**src/rtl/miniscope_readout.sv**
```systemverilog
// miniscope_readout: readout sequencer between the miniscope storage RAM and the DMB stream mux.
//   clock            TMB main clock
//   reset_n          asynchronous active-low reset
//   rd_start_mini    1-cycle readout request, accepted only in IDLE
//   pretrig_adr      RAM write address captured at pre-trigger
//   mini_tbins_pre   tbins read before the pre-trigger
//   mini_rd_tbins    total tbins to read
//   fifo_radr_mini   RAM read address (RAM data returns one clock later)
//   fifo_rdata_mini  RAM read data
//   parity_err_mini  per-byte parity error, aligned with fifo_rdata_mini
//   mini_data        stream word (zero when not valid)
//   mini_data_vld    stream word valid
//   mini_busy        readout in progress
//   mini_done        1-cycle pulse after the last stream word
//   mini_perr        sticky parity flags for the current/last readout
module miniscope_readout #(
   parameter int         RAM_ADRB = 11,
   parameter int         MXTBIN   = 5,
   parameter logic [3:0] HDR_MARK = 4'hA
) (
   input  logic                clock,
   input  logic                reset_n,
   input  logic                rd_start_mini,
   input  logic [RAM_ADRB-1:0] pretrig_adr,
   input  logic [MXTBIN-1:0]   mini_tbins_pre,
   input  logic [MXTBIN-1:0]   mini_rd_tbins,
   output logic [RAM_ADRB-1:0] fifo_radr_mini,
   input  logic [15:0]         fifo_rdata_mini,
   input  logic [1:0]          parity_err_mini,
   output logic [15:0]         mini_data,
   output logic                mini_data_vld,
   output logic                mini_busy,
   output logic                mini_done,
   output logic [1:0]          mini_perr
);
   typedef enum logic [2:0] {IDLE, HDR, READ, LAST, DONE} state_t;
   state_t state, state_nx;
   logic [MXTBIN-1:0]   cnt, cnt_nx;
   logic [RAM_ADRB-1:0] radr_nx;
   logic [15:0]         data_nx;
   logic                vld_nx, busy_nx, done_nx;
   logic [1:0]          perr_nx;
   always_ff @(posedge clock or negedge reset_n)
      if (!reset_n) begin
         state          <= IDLE;
         cnt            <= '0;
         fifo_radr_mini <= '0;
         mini_data      <= '0;
         mini_data_vld  <= 1'b0;
         mini_busy      <= 1'b0;
         mini_done      <= 1'b0;
         mini_perr      <= 2'b00;
      end else begin
         state          <= state_nx;
         cnt            <= cnt_nx;
         fifo_radr_mini <= radr_nx;
         mini_data      <= data_nx;
         mini_data_vld  <= vld_nx;
         mini_busy      <= busy_nx;
         mini_done      <= done_nx;
         mini_perr      <= perr_nx;
      end
   // cnt holds the tbin count in HDR, then the number of words still to capture in READ.
   // Address advances only while more than two words remain, so it parks on start+n-1.
   always_comb begin
      state_nx = state;
      cnt_nx   = cnt;
      radr_nx  = fifo_radr_mini;
      data_nx  = '0;
      vld_nx   = 1'b0;
      busy_nx  = mini_busy;
      done_nx  = 1'b0;
      perr_nx  = mini_perr;
      case (state)
         IDLE: if (rd_start_mini) begin
            radr_nx  = pretrig_adr - RAM_ADRB'(mini_tbins_pre);
            cnt_nx   = mini_rd_tbins;
            perr_nx  = 2'b00;
            busy_nx  = 1'b1;
            state_nx = HDR;
         end
         HDR: begin
            data_nx  = {HDR_MARK, 12'(cnt)};
            vld_nx   = 1'b1;
            radr_nx  = (cnt >= MXTBIN'(2)) ? fifo_radr_mini + RAM_ADRB'(1) : fifo_radr_mini;
            state_nx = (cnt == '0) ? DONE : (cnt == MXTBIN'(1)) ? LAST : READ;
         end
         READ: begin
            data_nx  = fifo_rdata_mini;
            vld_nx   = 1'b1;
            perr_nx  = mini_perr | parity_err_mini;
            radr_nx  = (cnt >= MXTBIN'(3)) ? fifo_radr_mini + RAM_ADRB'(1) : fifo_radr_mini;
            cnt_nx   = cnt - MXTBIN'(1);
            state_nx = (cnt == MXTBIN'(2)) ? LAST : READ;
         end
         LAST: begin
            data_nx  = fifo_rdata_mini;
            vld_nx   = 1'b1;
            perr_nx  = mini_perr | parity_err_mini;
            state_nx = DONE;
         end
         DONE: begin
            busy_nx  = 1'b0;
            done_nx  = 1'b1;
            state_nx = IDLE;
         end
         default: state_nx = IDLE;
      endcase
   end
endmodule

```
**config.mk**
```make
export PLATFORM = sky130hd
export DESIGN_NAME = miniscope_readout
export DESIGN_NICKNAME = d
export VERILOG_FILES = /design/src/rtl/miniscope_readout.sv
export SDC_FILE = /design/constraint.sdc
export NUM_CORES = 1
export LEC_CHECK = 0
export ABC_CLOCK_PERIOD_IN_PS = 2600
export CAP_MARGIN = 20
export CORE_MARGIN = 2
export CORE_UTILIZATION = 46
export DETAILED_ROUTE_END_ITERATION = 10
export GPL_TIMING_DRIVEN = 0
export PLACE_DENSITY = 0.8
export SYNTH_ARGS = -nofsm -noshare
export SYNTH_HDL_FRONTEND = slang
export SYNTH_SLANG_ARGS = --single-unit
```
**constraint.sdc**
```tcl
create_clock -name clock -period 2.6 [get_ports clock]
set_input_delay 0.78 -clock clock [delete_from_list [all_inputs] [get_ports clock]]
set_output_delay 0.78 -clock clock [all_outputs]
set_load 0.05 [all_outputs]
```
==> summary.txt, run 1 <==
GRT
  – Initial antenna violation count: 0
  – Number of global-route vias before repair: 2068
  – Grt ovf: 0
  – Global-route wire length before repair: 9.89 mm
  – All-Layer GR Usage: 22.8%
  – Largest net degree at the start of global routing: 41

Floorplanning
  – # IOs: 74
  – Starting Density: 48.1%
  – DIE WIDTH: around 75 um
  – Core box area: 0.00479 mm^2
  – DIE AREA: approximately 0.0056 mm^2
  – Die height: approximately 75 um
  – Std cell rows: 25

Setup path
  – R2R cell count: 7
  – Reg2Reg Setup Slack: 350 ps
  – Critical path class: input pin to flop
  – Crit-path max FO: 4
  – RR Endpoint: cnt[0]$_DFFE_PN0P_
  – Worst R2R Start: cnt[0]$_DFFE_PN0P_
  – Setup crit start: pretrig_adr[5]
  – Crit path DAT: 2810 ps
  – Worst setup SP type: input pin
  – Worst Setup End Kind: flop
  – Worst Path Required: between 2000 and 3000 ps

Synthesis
  – Combinational family with the most area after synthesis: compound AO/OA/AOI/OAI gates
  – Post-Syn Area: 0.00230 mm^2
  – XOR/XNOR share of the synthesized area: approximately 1.5%
  – FFs w/ async S/R, synth: 100%
  – Unique cell type count in the Yosys netlist: 49
  – Post-Synthesis Cells: 249
  – Syn Nets: 303
  – Syn avg cell area: 9.25 um^2
  – Prevailing post-synth register cell: dfrtp_1
  – Number of synthesized register bits: 40
  – Post-Synth Simple-Gate Area: 19.5%
  – Post-synth EDFFs: 0
  – Multiplexer share of the synthesized area: 0.870%
  – Post-synthesis adder-cell area fraction: 6.85%
  – Compound-Gate Fraction of Synth Area: between 20% and 30%
  – Yosys warnings: 0
  – Post-synthesis sequential area ratio: 43.5%

Cells and area
  – # nets final: about 390
  – Layout Utilization: 69.0%
  – Commonest non-fill, non-tap cell in the layout: clkdlybuf4s50_1
  – # diodes: 0
  – Share of layout cells above drive strength 1: a little over a tenth
  – Multi-input gate area: between 0.001 and 0.0015 mm^2
  – Fill count: about 380
  – Most frequent cells in the layout: clkdlybuf4s50_1, dfrtp_1, nor2_1
  – Area Overhead vs Synth: 43.4%
  – Flip-flop and latch area: 0.00100 mm^2

Min path
  – Worst hold stages: 2
  – Worst min path class: flop to flop
  – Worst Hold Endpoint: mini_perr[0]$_DFFE_PN0P_
  – Hold_sp: mini_perr[0]$_DFFE_PN0P_

Pwr
  – Leakage: 1.47 nW
  – Pwr Total: 4.49 mW
  – VDD IR max: 0.000783 V
  – PD cells: 1360 mW/mm^2

CTS
  – Clk slew on worst S/H paths: approximately 80 ps
  – Clock Path Buffers: 2
  – CTS Buf Count: 5
  – Htree depth: 2
  – Skew-Pair Late Insertion Delay: 290 ps
  – CTS tree: done
  – Root Buffer: clkbuf_8
  – Clk sink count: 40

Drt
  – Initial DRC count: 197
  – Via Count: 2235
  – Post-DR vias/cell: 5.57
  – Drt total wl: 6.23 mm
  – DR DRC count: 0
  – Antenna Nets Post-Route: 0
  – Iteration count of the initial detailed-routing pass: 5
  – DR WL/cell: 15.5 um

STA
  – Max_slew headroom: 40.8%
  – Min Tclk post-route: 2570 ps
  – Setup violators final: 0
  – Fin crit share: 99.0%
  – Worst Tran Pin Value: 888 ps
  – Fmax: roughly 390 MHz
  – Layout Skew: 11.6 ps
  – Final Hold Viols: 0
  – Max-slew violation count: 0

Placement
  – GPL Wtd Cong: 0.812
  – Dpl hpwl: between 4 and 5 mm
  – IO buf count: 73

Flow run
  – Max-Cap Viols: 0

Run status
  – Status: finished clean
-- report_power, final --
part | total [mW] | leakage [nW] | switching [mW] | internal (mW)
registers | 1.10 | 0.490 | 0.200 | 0.905
logic | 2.98 | 0.941 | 1.89 | 1.09
clock network | 0.403 | 0.0400 | 0.221 | 0.182
-- final cells by class --
class / instances / share of cell area (%)
Buffer: 12 / 1.97
Multi-Input combinational cell: 182 / 37.5
Sequential cell: 40 / 30.3
Clock buffer: 5 / 2.08
Clock inverter: 2 / 0.379
Timing Repair Buffer: 78 / 23.5
Inverter: 15 / 1.71
Tap cell: 67 / 2.54
-- state kept, by name (all words and copies together) (netlist names) --
register        flops
mini_done           1
mini_busy           1
state               3
fifo_radr_mini     11
cnt                 5
mini_data_vld       1
mini_perr           2
mini_data          16
-- logic make-up after synthesis --
| kind of cell | count (synthesis) |
|---|---|
| xor gates and xnor gates | 4 |
| muxes | 2 |
| DFF | 40 |
| buffers and inverters | 27 |
| AOI/OAI and AO/OA | 76 |
| adders and majority gates | 12 |
| and+or+nand+nor | 88 |
-- worst max-delay path by stage --
stage,endpoint,slack [ps],depth (start not counted)
after detailed placement,fifo_radr_mini[6]$_DFFE_PN0P_,-420,9
after floorplan,fifo_radr_mini[6]$_DFFE_PN0P_,160,9
after global routing,fifo_radr_mini[6]$_DFFE_PN0P_,-10,8
final,fifo_radr_mini[9]$_DFFE_PN0P_,30,6
after CTS,fifo_radr_mini[9]$_DFFE_PN0P_,4,8
after global placement,fifo_radr_mini[6]$_DFFE_PN0P_,-420,9
-- through the flow --
stage,cell area [um^2],setup slack (ps),hold WS (ps),setup TNS (ps),cells
finish,3300,25.9,505,0,401
global route,3300,-14.8,516,-25.2,401
CTS,3200,4.50,502,0,396
detailed placement,3110,-416,482,-1630,389
global placement,3120,-422,476,-10890,389
floorplan,2300,157,484,0,249
-- cells in the mapped netlist (2+ instances only) --
cell type   n  area (um^2)
xnor2_1     2         17.5
o22ai_1     4         25.0
ha_1       11          138
nand4_1     4         25.0
dfrtp_1    40         1000
a21oi_1    19         95.1
nor2b_1     8         50.1
nand2_1    15         56.3
a31oi_1     4         25.0
nor2_1     23         86.3
mux2i_1     2         20.0
o21a_1      2         15.0
inv_1      15         56.3
a21o_1      4         30.0
buf_2       4         20.0
xor2_1      2         17.5
nor3_1     10         50.1
a211oi_1    2         15.0
a22oi_1     6         45.0
buf_4       2         15.0
nand3_1     7         35.0
and2_1     12         75.1
o21ai_0    11         55.1
o22a_1      2         17.5
a2bb2oi_1   3         26.3
a211o_1     5         43.8
clkbuf_1    5         18.8
o31ai_1     4         30.0
-- layer usage --
layer	global-route usage [%]	up-vias	wire length, um
li1	-	1062	-
met1	31.6	1059	2610
met2	36.4	99	3120
met3	3.88	15	377
met4	7.94	0	125
met5	0	-	0
-- worst max-delay path: stages --
cell             delay (ps)
clkdlybuf4s50_1         490
or4_4                   550
a211o_1                 250
or4_1                   420
a31oi_1                 220
a21o_1                  100
-- repair_timing --
item | in CTS | in global routing
endpoints found under the setup margin | 3 | 4
resized for setup | 3 | 15
buffers inserted | 0 | 5
hold buffers | 0 | 0
cloned | 0 | 0
pin swaps | 2 | 12
(Power assumes the default switching activity.)
==> inputs of run 2 (changes only) <==
- REMOVE_ABC_BUFFERS: default -> 1
==> run 2 against run 1 <==
Effect of this change: cell count fell by 2.7%; maximum frequency rose by 2.0%; via count fell by 6.4%.
==> summary.txt, run 2 (synthesis results as in run 1) <==
Run status
  – Status: finished clean (unchanged)

Floorplanning
  – Core box area: 0.00479 mm^2 (unchanged)
  – DIE AREA: 0.00559 mm^2 (unchanged)
  – DIE WIDTH: 74.7 um (unchanged)
  – Die height: 74.7 um (unchanged)
  – Std cell rows: 25 (unchanged)
  – Starting Density: 48.1% (unchanged)
  – # IOs: 74 (unchanged)

Drt
  – Drt total wl: 5.83 mm (was 6.23 mm)
  – Post-DR vias/cell: 5.36 (was 5.57)
  – DR WL/cell: 14.9 um (was 15.5 um)
  – Iteration count of the initial detailed-routing pass: 4 (was 5)
  – Antenna Nets Post-Route: 0 (unchanged)
  – DR DRC count: 0 (unchanged)
  – Via Count: 2091 (was 2235)
  – Initial DRC count: 164 (was 197)

Placement
  – Placed insts: 378 (was 389)
  – IO buf count: 73 (unchanged)
  – GPL Wtd Cong: 0.946 (was 0.812)
  – Dpl hpwl: 4.12 mm (was 4.20 mm)

Pwr
  – Pwr Total: 4.47 mW (was 4.49 mW)
  – PD cells: 1380 mW/mm^2 (was 1360 mW/mm^2)
  – Leakage: 1.45 nW (was 1.47 nW)
  – VDD IR max: 0.000895 V (was 0.000783 V)

Cells and area
  – Reg with most FFs: mini_data (unchanged)
  – Commonest non-fill, non-tap cell in the layout: clkdlybuf4s50_1 (unchanged)
  – Fill count: 380 (was 377)
  – Flip-flop count of the largest register after layout: 16 (unchanged)
  – # nets final: 376 (was 388)
  – Most frequent cells in the layout: clkdlybuf4s50_1, dfrtp_1, nor2_1 (unchanged)
  – # diodes: 0 (unchanged)
  – Flip-flop and latch area: 0.00100 mm^2 (unchanged)
  – Area Overhead vs Synth: 41.0% (was 43.4%)
  – Post-Layout Cell Count: 390 (was 401)
  – Share of layout cells above drive strength 1: 8.05% (was 10.8%)
  – Multi-input gate area: 0.00121 mm^2 (was 0.00124 mm^2)
  – Top flop regs: mini_data: 16 flops, fifo_radr_mini: 11 flops, cnt: 5 flops (unchanged)

CTS
  – Clk sink count: 40 (unchanged)
  – Skew-Pair Late Insertion Delay: 300 ps (was 290 ps)
  – CTS Buf Count: 5 (unchanged)
  – Root Buffer: clkbuf_8 (unchanged)
  – CTS tree: done (unchanged)
  – Htree depth: 2 (unchanged)
  – Clock Path Buffers: 2 (unchanged)
  – Clk slew on worst S/H paths: 80 ps (about the same)
  – Post-CTS Hold Buffers: 0 (unchanged)

Setup path
  – Worst setup SP type: input pin (unchanged)
  – RR Endpoint: cnt[0]$_DFFE_PN0P_ (unchanged)
  – Kind of cell adding the most delay to the critical path: compound AO/OA/AOI/OAI gates (was simple AND/OR/NAND/NOR gates)
  – Worst R2R Start: state[1]$_DFFE_PN0N_ (was cnt[0]$_DFFE_PN0P_)
  – CP max-delay cell: clkdlybuf4s50_1 (was or4_4)
  – Worst Setup End Kind: flop (unchanged)
  – Crit path DAT: 2760 ps (was 2810 ps)
  – Crit path cell chain: clkdlybuf4s50_1 > inv_1 > ha_1 > o211a_1 > o31a_1 > or4_1 > a31oi_1 > a21o_1 (was clkdlybuf4s50_1 > or4_4 > a211o_1 > or4_1 > a31oi_1 > a21o_1)
  – Crit path buffers/inverters: 2 (was 1)
  – Max incr delay on CP: 470 ps (was 550 ps)
  – Worst Path Required: 2830 ps (about the same)
  – Setup crit start: mini_tbins_pre[2] (was pretrig_adr[5])
  – Crit-path max FO: 5 (was 4)
  – Critical path depth: 8 (was 6)
  – R2R cell count: 6 (was 7)
  – Reg2Reg Setup Slack: 160 ps (was 350 ps)
  – Critical path class: input pin to flop (unchanged)

Min path
  – Hold_sp: mini_perr[0]$_DFFE_PN0P_ (unchanged)
  – Worst min path class: flop to flop (unchanged)
  – Worst Hold Endpoint: mini_perr[0]$_DFFE_PN0P_ (unchanged)
  – Worst hold stages: 2 (unchanged)

STA
  – Setup violators final: 0 (unchanged)
  – Worst Tran Pin Value: 862 ps (was 888 ps)
  – Final Hold Viols: 0 (unchanged)
  – Min Tclk post-route: 2520 ps (was 2570 ps)
  – Layout Skew: 8.28 ps (was 11.6 ps)
  – Fin crit share: 97.0% (was 99.0%)
  – Max_slew headroom: 42.6% (was 40.8%)
  – Fmax: 396 MHz (was 388 MHz)
  – RSZ-0062 raised after global routing: false
  – Max-slew violation count: 0 (unchanged)

GRT
  – Grt ovf: 0 (unchanged)
  – Number of global-route vias before repair: 1842 (was 2068)
  – Largest net degree at the start of global routing: 41 (unchanged)
  – Initial antenna violation count: 0 (unchanged)
  – Global-route wire length before repair: 8.87 mm (was 9.89 mm)
  – All-Layer GR Usage: 20.9% (was 22.8%)

Flow run
  – Max-Cap Viols: 0 (unchanged)
run 2: cell count changes in the layout (fill, tap and decap cells not counted), moves of 2 or more:
cell	before	now
ha_4	3	1
buf_4	7	5
ha_1	7	9
buf_2	5	1
clkbuf_1	5	0
run 2: area by class of cell:
cell class | count | area share [%]
Clock buffer | 5 | 2.12
Inverter | 15 | 1.73
Multi-Input combinational cell | 182 | 37.3
Sequential cell | 40 | 30.8
Clock inverter | 3 | 1.43
Timing Repair Buffer | 78 | 24.0
Tap cell | 67 | 2.58
run 2: what timing repair did:
item,CTS,global route
resized for setup,3,12
pin swaps,2,11
cloned,0,0
setup buffers,0,4
setup endpoints to repair,2,7
run 2: worst min-delay path, cell delays in order, from the launching register on:
cell and delay [ps]:
dfrtp_1 350, a21oi_1 50, nor2_1 70
run 2: per-layer routing:
layer | GRT usage, % | share of wire (%) | vias up
li1 | - | - | 1045
met1 | 28.9 | 46 | 971
met2 | 34.1 | 49 | 66
met3 | 2.95 | 3.6 | 9
met4 | 6.94 | 1.4 | 0
met5 | 0 | 0 | -
run 2: worst max path at each step:
stage | slack, ps | endpoint
after detailed placement | -410 | fifo_radr_mini[6]$_DFFE_PN0P_
after global routing | 20 | fifo_radr_mini[9]$_DFFE_PN0P_
after floorplan | 130 | fifo_radr_mini[6]$_DFFE_PN0P_
after CTS | 2 | fifo_radr_mini[6]$_DFFE_PN0P_
final | 80 | fifo_radr_mini[9]$_DFFE_PN0P_
after global placement | -440 | fifo_radr_mini[6]$_DFFE_PN0P_
run 2: stage by stage:
stage	hold slack, ps	utilization [%]	cell area [um^2]	worst slack [ps]	setup TNS [ps]
floorplan	484	-	2240	126	0
global placement	476	63.8	3050	-437	-10060
detailed placement	486	63.8	3050	-413	-1690
CTS	504	66.4	3180	2.03	0
global route	537	67.8	3250	23.4	0
finish	498	67.8	3250	77.4	0
run 2: where the power goes:
part           switching (mW)  internal, mW  leakage (nW)
combinational            1.72          1.02         0.907
sequential              0.301         0.904         0.490
clock                   0.235         0.289        0.0548
total                    2.26          2.21          1.45
==> inputs of run 3 (changes only) <==
- ABC_CLOCK_PERIOD_IN_PS: 2600 -> 3000
- CORE_UTILIZATION: 46 -> 50
- PLACE_DENSITY: 0.8 -> 0.86
- clock period: 2.6 -> 3 ns (I/O delays scaled with it)
==> run 3 against run 2 <==
Effect of this change: clock-buffer cell count did not move; cell count fell by 4.9%; largest power group unchanged; worst hold slack improved by 18 ps; register-to-register slack improved by 340 ps.
==> summary.txt, run 3 (synthesis results as in run 1) <==
Cells and area
  – Flip-flop and latch area: 0.00100 mm^2 (unchanged)
  – Commonest non-fill, non-tap cell in the layout: clkdlybuf4s50_1 (unchanged)
  – Area Overhead vs Synth: 37.1% (was 41.0%)
  – Top flop regs: mini_data: 16 flops, fifo_radr_mini: 11 flops, cnt: 5 flops (unchanged)
  – # diodes: 0 (unchanged)
  – Flip-flop count of the largest register after layout: 16 (unchanged)
  – Multi-input gate area: 0.00118 mm^2 (was 0.00121 mm^2)
  – Share of layout cells above drive strength 1: 5.02% (was 8.05%)
  – Post-Layout Cell Count: 371 (was 390)
  – Fill count: 345 (was 380)
  – # nets final: 372 (was 376)
  – Most frequent cells in the layout: clkdlybuf4s50_1, dfrtp_1, nor2_1 (unchanged)
  – Reg with most FFs: mini_data (unchanged)

STA
  – Setup violators final: 0 (unchanged)
  – Fin crit share: 94.5%
  – Max-slew violation count: 0 (unchanged)
  – Layout Skew: 6.04 ps (was 8.28 ps)
  – Min Tclk post-route: ~2800 ps
  – Fmax: 353 MHz
  – Max_slew headroom: 37.6% (was 42.6%)
  – RSZ-0062 raised after global routing: false (unchanged)
  – Worst Hold Slack: 516 ps (was 498 ps)
  – Final Hold Viols: 0 (unchanged)
  – Worst Tran Pin Value: 936 ps (was 862 ps)

Floorplanning
  – Starting Density: 52.5% (was 48.1%)
  – Core box area: 0.00438 mm^2 (was 0.00479 mm^2)
  – Std cell rows: 24 (was 25)
  – Die height: 71.9 um (was 74.7 um)
  – # IOs: 74 (unchanged)
  – DIE AREA: 0.00516 mm^2 (was 0.00559 mm^2)
  – DIE WIDTH: 71.9 um (was 74.7 um)

Pwr
  – Sequential power share: 26.8% (was 27.0%)
  – Internal power: 1.91 mW (was 2.21 mW)
  – VDD IR max: 0.000736 V (was 0.000895 V)
  – Logic pwr share: 61.4% (was 61.3%)
  – PD cells: 1220 mW/mm^2 (was 1380 mW/mm^2)
  – Switching share of power: 50.5% (was 50.6%)
  – Switching power: 1.95 mW (was 2.26 mW)
  – Leakage: 1.38 nW (was 1.45 nW)
  – Clock Power Share: 11.7% (about the same)
  – Pwr Total: 3.85 mW (was 4.47 mW)

CTS
  – Root Buffer: clkbuf_8 (unchanged)
  – CTS tree: done (unchanged)
  – Skew-Pair Late Insertion Delay: 300 ps (about the same)
  – Clk slew on worst S/H paths: 80 ps (about the same)
  – Clk sink count: 40 (unchanged)
  – Gates resized, CTS repair: 0 (was 3)
  – Post-CTS Hold Buffers: 0 (unchanged)
  – Postcts setup bufs: 0 (unchanged)
  – Clock Path Buffers: 2 (unchanged)
  – CTS Buf Count: 5 (unchanged)
  – Htree depth: 2 (unchanged)

Drt
  – DR WL/cell: 15.1 um (was 14.9 um)
  – Post-DR vias/cell: 5.67 (was 5.36)
  – Antenna Nets Post-Route: 0 (unchanged)
  – Initial DRC count: 124 (was 164)
  – Drt total wl: 5.61 mm (was 5.83 mm)
  – Via Count: 2104 (was 2091)
  – Iteration count of the initial detailed-routing pass: 5 (was 4)
  – DR DRC count: 0 (unchanged)

Setup path
  – Worst setup SP type: input pin (unchanged)
  – Reg2Reg Setup Slack: 500 ps (was 160 ps)
  – Worst Setup End Kind: flop (unchanged)
  – Critical path class: input pin to flop (unchanged)
  – Crit path capture: fifo_radr_mini[6]$_DFFE_PN0P_ (was fifo_radr_mini[9]$_DFFE_PN0P_)
  – Setup crit start: mini_tbins_pre[0] (was mini_tbins_pre[2])
  – Worst Path Required: 3200 ps (was 2830 ps)
  – RR Endpoint: fifo_radr_mini[6]$_DFFE_PN0P_ (was cnt[0]$_DFFE_PN0P_)
  – R2R cell count: 5 (was 6)
  – Crit path DAT: 3040 ps (was 2760 ps)
  – Crit-path max FO: 3 (was 5)
  – Worst R2R Start: state[2]$_DFFE_PN0N_ (was state[1]$_DFFE_PN0N_)

Placement
  – GPL Wtd Cong: 0.849 (was 0.946)
  – Dpl hpwl: 4.11 mm (was 4.12 mm)
  – IO buf count: 73 (unchanged)
  – Placed insts: 363 (was 378)

Min path
  – Worst min path class: flop to flop (unchanged)

GRT
  – Global-route wire length before repair: 9.32 mm (was 8.87 mm)
  – All-Layer GR Usage: 23.2% (was 20.9%)
  – Grt ovf: 0 (unchanged)
  – Number of global-route vias before repair: 1987 (was 1842)
  – Largest net degree at the start of global routing: 41 (unchanged)
  – Initial antenna violation count: 0 (unchanged)

Flow run
  – Max-Cap Viols: 0 (unchanged)

Run status
  – Status: finished clean (unchanged)
[run 3: worst max-delay path: stages]
cell and delay [ps]:
clkdlybuf4s50_1 460, ha_1 160, inv_1 50, fa_1 430, a211o_1 370, a211oi_2 220
xor2_1 200, o22ai_1 100, a22oi_1 150
[run 3: final cells by class]
class	count	area share, %
Multi-Input combinational cell	182	37.5
Clock buffer	5	2.18
Clock inverter	3	1.47
Timing Repair Buffer	74	23.2
Tap cell	52	2.06
Sequential cell	40	31.7
Inverter	15	1.78
[run 3: routing by layer]
layer  routed length (um)  GRT usage, %  vias up
met4                   53          5.87        0
met2                 2650          37.9       78
met3                  453          6.05        5
met1                 2460          30.8      988
met5                    0             0        -
li1                     -             -     1033
[run 3: worst min-delay path by stage]
stage	to	slack, ps	from	depth (start not counted)
after floorplan	mini_data[4]$_DFF_PN0_	540	cnt[4]$_DFFE_PN0P_	2
after global placement	mini_perr[1]$_DFFE_PN0P_	470	mini_perr[1]$_DFFE_PN0P_	2
after detailed placement	mini_perr[1]$_DFFE_PN0P_	480	mini_perr[1]$_DFFE_PN0P_	2
after CTS	mini_perr[0]$_DFFE_PN0P_	520	mini_perr[0]$_DFFE_PN0P_	2
after global routing	mini_perr[0]$_DFFE_PN0P_	570	mini_perr[0]$_DFFE_PN0P_	2
final	mini_perr[0]$_DFFE_PN0P_	520	mini_perr[0]$_DFFE_PN0P_	2
[run 3: power by group through the flow]
stage          Combinational [mW]  Sequential, mW  Clock, mW
6_report                     2.37            1.03      0.452
5_1_grt                      2.57            1.07      0.481
4_1_cts                      2.38            1.03      0.462
3_5_place_dp                 2.36            1.04          0
3_3_place_gp                 2.28            1.03          0
2_1_floorplan                1.02            1.62          0
[run 3: per-stage QoR]
step | setup TNS (ps) | area, um^2 | worst slack, ps | util [%]
after floorplan | 0 | 2240 | 406 | -
after global placement | -351 | 3030 | -194 | 69.2
after detailed placement | -336 | 3040 | -173 | 69.2
after CTS | 0 | 3150 | 141 | 71.9
after global routing | 0 | 3160 | 35.5 | 72.0
final | 0 | 3160 | 164 | 72.0
